## src/rtl/seg7_digit_decoder_if.sv

```systemverilog
`default_nettype none
// ============================================================================
// Module      : seg7_digit_decoder_if
// Description : Valid/ready result bus carrying one decoded 7-segment digit.
//               The master side (decoder) drives valid/digit/invalid and the
//               slave side (consumer) drives ready.
// Revision    : 1.0 - initial release
// ============================================================================
interface seg7_digit_decoder_if;
    logic       out_valid;
    logic       out_ready;
    logic [3:0] out_digit;
    logic       out_invalid;

    modport master (
        output out_valid,
        output out_digit,
        output out_invalid,
        input  out_ready
    );

    modport slave (
        input  out_valid,
        input  out_digit,
        input  out_invalid,
        output out_ready
    );
endinterface
`default_nettype wire

```

## src/rtl/seg7_digit_decoder.sv

```systemverilog
`default_nettype none
// ============================================================================
// Module      : seg7_digit_decoder
// Description : Samples an active-low {a,b,c,d,e,f,g} segment bus. A pattern
//               must be seen on STABLE_CYCLES consecutive edges before it is
//               accepted. Each newly accepted pattern is decoded to a BCD
//               digit (4'hF + invalid flag for illegal patterns) and offered
//               on a valid/ready bus. Results arriving while the bus is
//               stalled are dropped and flagged with a one-cycle overrun.
//               Optional macro SEG7_ERRCNT_EN adds a saturating 8-bit count
//               of accepted invalid patterns on port err_count.
// Revision    : 1.0 - initial release
// ============================================================================
module seg7_digit_decoder #(
    parameter int STABLE_CYCLES = 4     // legal range 2..255
) (
    input  wire logic                  clk,
    input  wire logic                  reset,
    input  wire logic [6:0]            seg_in,
    seg7_digit_decoder_if.master       out_bus,
    output logic                       out_overrun
`ifdef SEG7_ERRCNT_EN
    ,
    output logic [7:0]                 err_count
`endif
);

    localparam logic [6:0] c_BLANK   = 7'b1111111;
    localparam logic [7:0] c_MAX_CNT = 8'(STABLE_CYCLES);
    localparam logic [7:0] c_ACC_CNT = 8'(STABLE_CYCLES - 1);

    logic [6:0] r_s_q;
    logic [7:0] r_stab_cnt;
    logic [6:0] r_last_acc;
    logic       r_out_valid;
    logic [3:0] r_out_digit;
    logic       r_out_invalid;
    logic       r_out_overrun;

    logic       w_same;
    logic       w_accept;
    logic       w_can_load;
    logic [3:0] w_dec_digit;
    logic       w_dec_invalid;
    logic       w_dec_blank;

    // The edge that would make the count reach STABLE_CYCLES is the accept edge.
    assign w_same     = (seg_in == r_s_q);
    assign w_accept   = w_same && (r_stab_cnt == c_ACC_CNT) && (r_s_q != r_last_acc);
    assign w_can_load = !r_out_valid || out_bus.out_ready;

    // Decode the currently held sample; blank is neither a digit nor an error.
    always_comb begin
        w_dec_digit   = 4'hF;
        w_dec_invalid = 1'b0;
        w_dec_blank   = 1'b0;
        case (r_s_q)
            7'b0000001: w_dec_digit = 4'd0;
            7'b1001111: w_dec_digit = 4'd1;
            7'b0010010: w_dec_digit = 4'd2;
            7'b0000110: w_dec_digit = 4'd3;
            7'b1001100: w_dec_digit = 4'd4;
            7'b0100100: w_dec_digit = 4'd5;
            7'b0100000: w_dec_digit = 4'd6;
            7'b0001111: w_dec_digit = 4'd7;
            7'b0000000: w_dec_digit = 4'd8;
            7'b0000100: w_dec_digit = 4'd9;
            c_BLANK:    w_dec_blank = 1'b1;
            default:    w_dec_invalid = 1'b1;
        endcase
    end

    // Glitch filter: restart the run length on any change, saturate at the limit.
    always_ff @(posedge clk) begin
        if (reset) begin
            r_s_q      <= c_BLANK;
            r_stab_cnt <= 8'd0;
            r_last_acc <= c_BLANK;
        end else begin
            if (!w_same) begin
                r_s_q      <= seg_in;
                r_stab_cnt <= 8'd1;
            end else if (r_stab_cnt < c_MAX_CNT) begin
                r_stab_cnt <= r_stab_cnt + 8'd1;
            end
            if (w_accept) begin
                r_last_acc <= r_s_q;
            end
        end
    end

    // Output register: load on accept when free (or draining), else drop and flag.
    always_ff @(posedge clk) begin
        if (reset) begin
            r_out_valid   <= 1'b0;
            r_out_digit   <= 4'd0;
            r_out_invalid <= 1'b0;
            r_out_overrun <= 1'b0;
        end else begin
            r_out_overrun <= 1'b0;
            if (w_accept && !w_dec_blank && w_can_load) begin
                r_out_valid   <= 1'b1;
                r_out_digit   <= w_dec_digit;
                r_out_invalid <= w_dec_invalid;
            end else begin
                if (r_out_valid && out_bus.out_ready) begin
                    r_out_valid <= 1'b0;
                end
                if (w_accept && !w_dec_blank) begin
                    r_out_overrun <= 1'b1;
                end
            end
        end
    end

`ifdef SEG7_ERRCNT_EN
    logic [7:0] r_err_count;

    // Count every accepted invalid pattern, delivered or dropped, saturating at 255.
    always_ff @(posedge clk) begin
        if (reset) begin
            r_err_count <= 8'd0;
        end else if (w_accept && w_dec_invalid && (r_err_count != 8'hFF)) begin
            r_err_count <= r_err_count + 8'd1;
        end
    end

    assign err_count = r_err_count;
`endif

    assign out_bus.out_valid   = r_out_valid;
    assign out_bus.out_digit   = r_out_digit;
    assign out_bus.out_invalid = r_out_invalid;
    assign out_overrun         = r_out_overrun;

endmodule
`default_nettype wire

```

## src/flat_wrapper.sv

```systemverilog
// flat-port wrapper written by rule: the top's interface ports become plain ports
module seg7_digit_decoder_flat 
#(
    parameter int STABLE_CYCLES = 4                          
)
  (clk, reset, seg_in, out_overrun, out_bus_out_valid, out_bus_out_digit, out_bus_out_invalid, out_bus_out_ready);
  seg7_digit_decoder_if out_bus_i ();
  input  wire logic clk;
  input  wire logic reset;
  input  wire logic [6:0] seg_in;
  output logic out_overrun;
  output wire logic [$bits(out_bus_i.out_valid)-1:0] out_bus_out_valid;
  output wire logic [$bits(out_bus_i.out_digit)-1:0] out_bus_out_digit;
  output wire logic [$bits(out_bus_i.out_invalid)-1:0] out_bus_out_invalid;
  input wire logic [$bits(out_bus_i.out_ready)-1:0] out_bus_out_ready;
  assign out_bus_out_valid = out_bus_i.out_valid;
  assign out_bus_out_digit = out_bus_i.out_digit;
  assign out_bus_out_invalid = out_bus_i.out_invalid;
  assign out_bus_i.out_ready = out_bus_out_ready;
  seg7_digit_decoder #(.STABLE_CYCLES(STABLE_CYCLES)) u_core (.clk(clk), .reset(reset), .seg_in(seg_in), .out_bus(out_bus_i), .out_overrun(out_overrun));
endmodule
```

## config.mk

```make
export PLATFORM = sky130hd
export DESIGN_NAME = seg7_digit_decoder_flat
export DESIGN_NICKNAME = d
export VERILOG_FILES = /design/src/rtl/seg7_digit_decoder_if.sv /design/src/rtl/seg7_digit_decoder.sv /design/src/flat_wrapper.sv
export SDC_FILE = /design/constraint.sdc
export NUM_CORES = 1
export LEC_CHECK = 0
export CORE_UTILIZATION = 45
export DETAILED_ROUTE_END_ITERATION = 16
export MAX_ROUTING_LAYER = met4
export PLACE_DENSITY = 0.67
export SLEW_MARGIN = 40
export SYNTH_ARGS = -nofsm -noshare
export SYNTH_HDL_FRONTEND = slang
export SYNTH_SLANG_ARGS = --single-unit
```

## constraint.sdc

```tcl
create_clock -name clk -period 4.3 [get_ports clk]
set_input_delay 0.86 -clock clk [delete_from_list [all_inputs] [get_ports clk]]
set_output_delay 0.86 -clock clk [all_outputs]
set_load 0.02 [all_outputs]
```

* Yosys cells after proc, flatten, opt, wreduce, memory -nomap -nowiden
Cells that the tools add are included.
Word-level totals: input port bits 10, word-level logic and storage cells 46, output and inout bits 7, flip-flop bits (word level) 29
Cells by class: add/subtract/negate cells 1, mux-type cells 8, bitwise operators 1, $lt $le $gt $ge 1, reductions and logical operators 13, equality and inequality tests 14
Operators by type and width (number):
- $pmux W4 S10 | 1
- $eq A7 B7 Y1 const B | 3
- $eq A7 B3 Y1 const B | 2
- $eq A7 B6 Y1 const B | 2
- $reduce_or A11 Y1 | 1
- $add A8 B1 Y8 const B | 1
- $eq A8 B2 Y1 const B | 1
- $lt A8 B3 Y1 const B | 1
- $eq A7 B1 Y1 const B | 1
- $eq A7 B4 Y1 const B | 1
- $eq A7 B5 Y1 const B | 1
- $eq A7 B7 Y1 | 1
- $logic_not A7 Y1 | 1
- $mux W1 | 7
- $ne A7 B7 Y1 | 1
- $logic_and A1 B1 Y1 | 5
- $reduce_or A2 Y1 | 2
- $logic_not A1 Y1 | 2
- $ne A2 B2 Y1 const B | 1
- $reduce_bool A2 Y1 | 1
- $logic_or A1 B1 Y1 | 1
- $not A1 Y1 | 1

* Depth between registers and ports, before layout
Gate-level depths: netlist of the first run.
word-level depth 6, mapped depth 7, mapped depth without buffers 6

* Least setup slack after synthesis of the first run
Ideal clock, no wire load.
kind input-to-reg, start in seg_in[6], end reg u_core.r_out_digit[1], in the netlist u_core.out_bus.out_digit[1], stages 6, required time 4.237 ns, arrival time 1.994 ns, setup slack 2.243 ns, setup time 0.063 ns, buffers on the path 0, cell sequence xnor2_1 > nand4_1 > nor2_2 > nand4b_4 > mux2_4 > nor2_2
On the way: word-level cells in the longest chain between the ends 5
Ends and longest elaborated chain:
- from (decl) | line flat_wrapper.sv:10 | input wire logic [6:0] seg_in;
- $eq A7 B7 Y1 | line seg7_digit_decoder.sv:48 | assign w_same = (seg_in == r_s_q);
- $logic_and A1 B1 Y1 (2 in series) | line seg7_digit_decoder.sv:49 | assign w_accept = w_same && (r_stab_cnt == c_ACC_CNT) && (r_s_q != r_last_acc);
- $logic_and A1 B1 Y1 (2 in series) | line seg7_digit_decoder.sv:101 | if (w_accept && !w_dec_blank && w_can_load) begin
- to (signal assigned) | line seg7_digit_decoder.sv:103 | r_out_digit <= w_dec_digit;
- to (decl) | line seg7_digit_decoder.sv:36 | logic [3:0] r_out_digit;
Every way passes these cells. A chain may end at the register's enable or synchronous reset.

* Worst setup path in the final report of the first run
start in seg_in[4], end reg u_core.r_out_overrun, in the netlist u_core.out_overrun
On the way: word-level cells in the longest chain between the ends 6, elaborated cells between the ends (all ways) 7, those cells by class eq/ne: 1; mux: 1; reduce/logical: 5
Ends and longest elaborated chain:
- $eq A7 B7 Y1 (*) | line seg7_digit_decoder.sv:48
- $logic_and A1 B1 Y1 (*) (2 in series) | line seg7_digit_decoder.sv:49
- $logic_and A1 B1 Y1 (*) | line seg7_digit_decoder.sv:101, seg7_digit_decoder.sv:109
- $logic_and A1 B1 Y1 | line seg7_digit_decoder.sv:101
- $reduce_or A2 Y1 (no source line)
- to (signal assigned) | line seg7_digit_decoder.sv:98 | r_out_overrun <= 1'b0;
- to (signal assigned) | line seg7_digit_decoder.sv:100 | r_out_overrun <= 1'b0;
- to (signal assigned) | line seg7_digit_decoder.sv:110 | r_out_overrun <= 1'b1;
- to (decl) | line seg7_digit_decoder.sv:38 | logic r_out_overrun;
Every way passes the cells marked *; elsewhere a longest branch is shown, timed or not.

==> flow_summary.toml, run 1 <==
[clock_network]
clk_path_buf_depth = 2
cts_tree = "done"
clk_pin_slew_ns = 0.08
numCtsBuffers = 5
cts_post_setup_buffers_inserted = 0
htree_num_levels = 2
clkLatencyLatePin_ns = 0.33
cts.sinks = 29
ctsResizeCount = 0
cts_hold_buf = 0
root_buffer = "clkbuf_4"

[synth]
synth_seq_cells = 29
synth_area_leaders = "dfxtp_1 (41%), xnor2_1 (6.1%), nand3_1 (3.5%)"
synth_area_mm2 = 0.00143
yosysWarnings = 0
synth_top_area_share_pct = 40.6
synth_nets = 161
synth.largest_area_cell = "dfxtp_1"
synth-main-ff-cell = "dfxtp_1"
ys_seq_area_share_pct = 40.6
synth_cell_type_count = 41
postSynthAreaPerCell_um2 = 9.53
synthCells = 150
synth_edf_count = 0
synthArstFlopShare_pct = 0

[sta]
hold_viol_final = 0
rsz0062_at_grt = "no"
finalSetupViolCount = 0
slew_headroom_pct = 51.0
max_freq_mhz = 392
min_period_ns = 2.55
fin_ws_ns = 1.75
fin_tns_setup_ns = 0
drv_slew = 0
tightest_slew_ns = 0.733
worst_clock_skew_ns = 0.00723
post-route-period-util_pct = 59.4

[cells_and_area]
design_area_mm2 = 0.00165
nNetsFinal = 175
diodes = 0
drive_gt1_share_pct = 15.2
syn2layout_area_growth_pct = 15.4

[critical_path]
crit_path_start_kind = "input pin"
crit_type = "input pin to flop"
required_ns = 4.55
arrival_ns = 2.81
cp_max_fo = 9
cp-end-kind = "flop"

[global_routing]
grt_overflow = 0
grt_pass1_wl_um = 4490
grt_max_degree = 24
antenna_found_initial = 0
first_global_vias = 1021
track_usage_pct = 18.2

[min_path]
hold_class = "flop to flop"

[route]
ant_nets = 0
wl_met3_um = 132
dr.pass1.iters = 4
wl_met2_um = 1240
vias = 1096
finalWirelength_um = 2570
vias_per_cell = 5.27
drt-met1-wl_um = 1110
maxUsedRoutingLayer = "met4"
drt_iter0_markers = 42
drc = 0
avgRoutedWirePerCell_um = 12.4

[floorplanning]
initial_core_util_pct = 47.2
fp-row-count = 20
core-area_mm2 = 0.00303
design.die.area_mm2 = 0.00341
fp.dieH_um = 58.4
die_w_um = 58.4
pin_count = 17

[place]
port_buffers = 16
dp.final_hpwl_um = 1820
gp_congestion = 0.800
pre_cts_slack_ns = 1.42
dpl_cell_area_mm2 = 0.00160

[power]
leakage_nw = 0.650
power_uw = 488
ir_worst_vdd_uv = 157
pwr_density_cell_mw_per_mm2 = 295

[job]
max-cap-violations = 0

[status]
run_status = "finished, final reports clean"
## cell usage after synthesis (2+ instances only)
| cell | n |
|---|---|
| dfxtp_1 | 29 |
| xor2_2 | 2 |
| nand2_1 | 9 |
| a21oi_1 | 3 |
| and2_1 | 5 |
| nand3_1 | 10 |
| inv_1 | 5 |
| clkbuf_1 | 2 |
| mux2i_1 | 2 |
| xnor2_1 | 10 |
| nor2_2 | 2 |
| nand2b_1 | 2 |
| xor2_1 | 3 |
| a2bb2oi_1 | 2 |
| nand3b_1 | 6 |
| a211oi_1 | 2 |
| a21boi_0 | 2 |
| a31oi_1 | 2 |
| nand4_1 | 5 |
| buf_4 | 3 |
| nor3_1 | 5 |
| nor2b_1 | 2 |
| nor2_1 | 9 |
| nor4_4 | 2 |
| buf_2 | 4 |
| or2_2 | 7 |
## registers in the layout, summed over array words and instances (netlist names)
register                    count
u_core.out_bus.out_digit        4
u_core.out_bus.out_invalid      1
u_core.out_bus.out_valid        1
u_core.out_overrun              1
u_core.r_last_acc               7
u_core.r_s_q                    7
u_core.r_stab_cnt               8
## cell families (layout without fill, tap and decap cells)
group,count (synthesis),after routing,share of synthesized area (%)
AOI/OAI and AO/OA,17,17,9.97
xor gates and xnor gates,15,15,10.2
and+or+nand+nor,71,71,31.1
buffers and inverters,14,28,4.81
muxes,3,3,2.45
DFF,29,29,40.6
adders and majority gates,1,1,0.875
## placed cells by master, fill, tap and decap left out, drive strengths merged, types with 5 or more instances in the layout
cell / Yosys / layout
dfxtp: 29 / 29
nand3: 11 / 11
clkdlybuf4s50: 0 / 16
nand3b: 6 / 6
or2: 8 / 8
xor2: 5 / 5
clkbuf: 2 / 7
xnor2: 10 / 10
nand2: 10 / 10
nand4: 5 / 5
inv: 5 / 5
and2: 5 / 5
nor3: 6 / 6
nor2: 11 / 11
## cell type report
| type | instances | area [um^2] |
|---|---|---|
| Multi-Input combinational cell | 107 | 781 |
| Fill cell | 283 | 1380 |
| Tap cell | 44 | 55.1 |
| Clock buffer | 7 | 55.1 |
| Sequential cell | 29 | 581 |
| Timing Repair Buffer | 16 | 160 |
| Inverter | 5 | 18.8 |
## critical path, cell delays in order
cell             delay [ns]
clkdlybuf4s50_1        0.43
xnor2_1                0.25
nand4_1                0.18
nor2_2                 0.41
nand2_2                0.22
or2_1                  0.31
nor3_2                 0.14
## per-stage QoR
| step | std cells | util [%] | hold slack [ns] |
|---|---|---|---|
| floorplan | 150 | - | 0.431 |
| global placement | 201 | 52.7 | 0.444 |
| detailed placement | 201 | 52.7 | 0.445 |
| CTS | 208 | 54.5 | 0.466 |
| global route | 208 | 54.5 | 0.486 |
| finish | 208 | 54.5 | 0.461 |
## metal layers
layer  vias up  global-route usage [%]
li1        548                       -
met1       506                    20.8
met2        36                    27.8
met3         6                    5.49
met4         0                    11.6
met5         -                       -
## worst paths after layout
kind                          startpoint                     endpoint  slack, ns  depth (start not counted)
max                            seg_in[4]           u_core.out_overrun       1.75                          7
min          u_core.out_bus.out_digit[3]  u_core.out_bus.out_digit[3]       0.46                          2
max reg2reg              u_core.r_s_q[4]           u_core.out_overrun       2.16                          6
min reg2reg  u_core.out_bus.out_digit[3]  u_core.out_bus.out_digit[3]       0.46                          2
## power breakdown
part / leakage (nW) / internal [mW] / switching [mW]
Clock: 0.0314 / 0.0769 / 0.0862
Combinational: 0.382 / 0.0234 / 0.0168
Sequential: 0.236 / 0.272 / 0.0119
Total: 0.650 / 0.373 / 0.115
(Power assumes the default switching activity.)
==> run 2, diff against run 1 <==
==> constraint.sdc (replaced) <==
create_clock -name clk -period 2.6 [get_ports clk]
set_input_delay 0.52 -clock clk [delete_from_list [all_inputs] [get_ports clk]]
set_output_delay 0.52 -clock clk [all_outputs]
set_load 0.02 [all_outputs]
==> run 2 against run 1 <==
  * Clock power increased by 67%
  * Sequential share of layout area down 0.78 points
  * Count of clock-buffer cells in the layout did not move
  * Combinational power rose by 83%
  * Die area unchanged
  * Critical path depth down 1
  * Worst hold slack worse by 0.0054 ns
  * Largest power group unchanged
==> flow_summary.toml, run 2 (synthesis gave the netlist of run 1 again) <==
[status]
run_status = "finished, final reports clean"

[sta]
hold_viol_final = 0
post-route-period-util_pct = 77.1
fin_ws_ns = 0.595
min_period_ns = 2.00
tightest_slew_ns = 0.453
finalSetupViolCount = 0
slew_headroom_pct = 69.8
worst_clock_skew_ns = 0.00834
drv_slew = 0
fin_tns_setup_ns = 0
max_freq_mhz = 499
rsz0062_at_grt = "no"

[route]
ant_nets = 0
avgRoutedWirePerCell_um = 12.6
dr.pass1.iters = 5
drt_iter0_markers = 25
finalWirelength_um = 2690
vias_per_cell = 5.23
vias = 1114
drc = 0

[cells_and_area]
diodes = 0
layout_common_cells = "dfxtp_1 (29), clkdlybuf4s50_1 (16), xnor2_1 (10), nand3_1 (10)"
top_register = "u_core.r_stab_cnt"
reg_top3 = "u_core.r_stab_cnt x8, u_core.r_last_acc x7, u_core.r_s_q x7"
syn2layout_area_growth_pct = 18.0
drive_gt1_share_pct = 17.8
nNetsFinal = 180
largest_reg_flops = 8
fillers = 281
final_common_cell = "dfxtp_1"

[clock_network]
cts.sinks = 29
cts_tree = "done"
clk_pin_slew_ns = 0.09
cts_post_setup_buffers_inserted = 0
clkLatencyLatePin_ns = 0.33
cts_hold_buf = 0
clk_path_buf_depth = 2
htree_num_levels = 2
root_buffer = "clkbuf_4"
numCtsBuffers = 5
ctsResizeCount = 0

[global_routing]
grt_pass1_wl_um = 4780
track_usage_pct = 19.4
grt_max_degree = 19
antenna_found_initial = 0
first_global_vias = 1124
grt_overflow = 0

[min_path]
hold_class = "flop to flop"

[floorplanning]
initial_core_util_pct = 47.2
die_w_um = 58.4
fp-row-count = 20
design.die.area_mm2 = 0.00341
pin_count = 17
core-area_mm2 = 0.00303
fp.dieH_um = 58.4

[critical_path]
cp_max_fo = 10
arrival_ns = 2.26
reg2reg_slack_ns = 0.60
required_ns = 2.85
crit_slowest_cell = "dfxtp_1"
setup.worst_path.end = "u_core.out_overrun"
cp-end-kind = "flop"
crit_type = "flop to flop"
r2r_start = "u_core.r_s_q[6]"
max_stage_delay_ns = 0.56
crit_path_start_kind = "flop"
crit_chain = "xor2_1 > nor4_4 > a41oi_4 > nand2_2 > or2_1 > nor3_2"
cp-startpoint = "u_core.r_s_q[6]"
reg2reg_depth = 6
reg2reg_to = "u_core.out_overrun"

[place]
dp.final_hpwl_um = 2050
gp_congestion = 0.831
pre_cts_slack_ns = 0.330
port_buffers = 16

[power]
ir_worst_vdd_uv = 394
pwr_density_cell_mw_per_mm2 = 481
power_uw = 813
leakage_nw = 0.675

[job]
max-cap-violations = 0
-- run 2: cell count changes in the layout (fill, tap and decap cells not counted) --
cell	delta
buf_4	+5
-- run 2: metrics by stage --
stage / utilization (%) / area [um^2] / hold WS [ns] / cells
2_1_floorplan: - / 1430 / 0.431 / 150
3_3_place_gp: 53.9 / 1630 / 0.445 / 206
3_5_place_dp: 53.9 / 1630 / 0.445 / 206
4_1_cts: 55.7 / 1690 / 0.462 / 213
5_1_grt: 55.7 / 1690 / 0.496 / 213
6_report: 55.7 / 1690 / 0.455 / 213
-- run 2: metal layers --
metal / GRT usage (%) / routed length [um] / part of all wire, %
met3: 4.84 / 101 / 3.8
met2: 32.2 / 1380 / 52
met1: 20.8 / 1110 / 41
met5: - / 0 / 0
met4: 12.2 / 87 / 3.2
-- run 2: final cells by class --
| type | instances | area, um^2 | area share, % |
|---|---|---|---|
| Multi-Input combinational cell | 107 | 781 | 46.3 |
| Sequential cell | 29 | 581 | 34.4 |
| Timing Repair Buffer | 21 | 198 | 11.7 |
| Clock buffer | 7 | 55.1 | 3.26 |
| Tap cell | 44 | 55.1 | 3.26 |
| Inverter | 5 | 18.8 | 1.11 |
-- run 2: report_power, final --
part	leakage [nW]	switching (mW)	internal, mW
clock	0.0314	0.145	0.127
combinational	0.407	0.0314	0.0420
sequential	0.236	0.0169	0.450
total	0.675	0.193	0.620
-- run 2: critical path: cells and delay by family, from the launching register on --
| family | cells | cell delay, ns |
|---|---|---|
| and+or+nand+nor | 4 | 0.71 |
| xor gates and xnor gates | 1 | 0.28 |
| AOI/OAI and AO/OA | 1 | 0.37 |
| DFF | 1 | 0.56 |
-- run 2: worst min-delay path by stage --
stage,from,depth (start not counted),end
3_3_place_gp,u_core.out_bus.out_digit[0],2,u_core.out_bus.out_digit[0]
4_1_cts,u_core.out_bus.out_digit[0],2,u_core.out_bus.out_digit[0]
2_1_floorplan,u_core.r_stab_cnt[3],1,u_core.r_stab_cnt[3]
6_report,u_core.out_bus.out_digit[0],2,u_core.out_bus.out_digit[0]
5_1_grt,u_core.r_stab_cnt[3],1,u_core.r_stab_cnt[3]
3_5_place_dp,u_core.r_stab_cnt[4],1,u_core.r_stab_cnt[4]
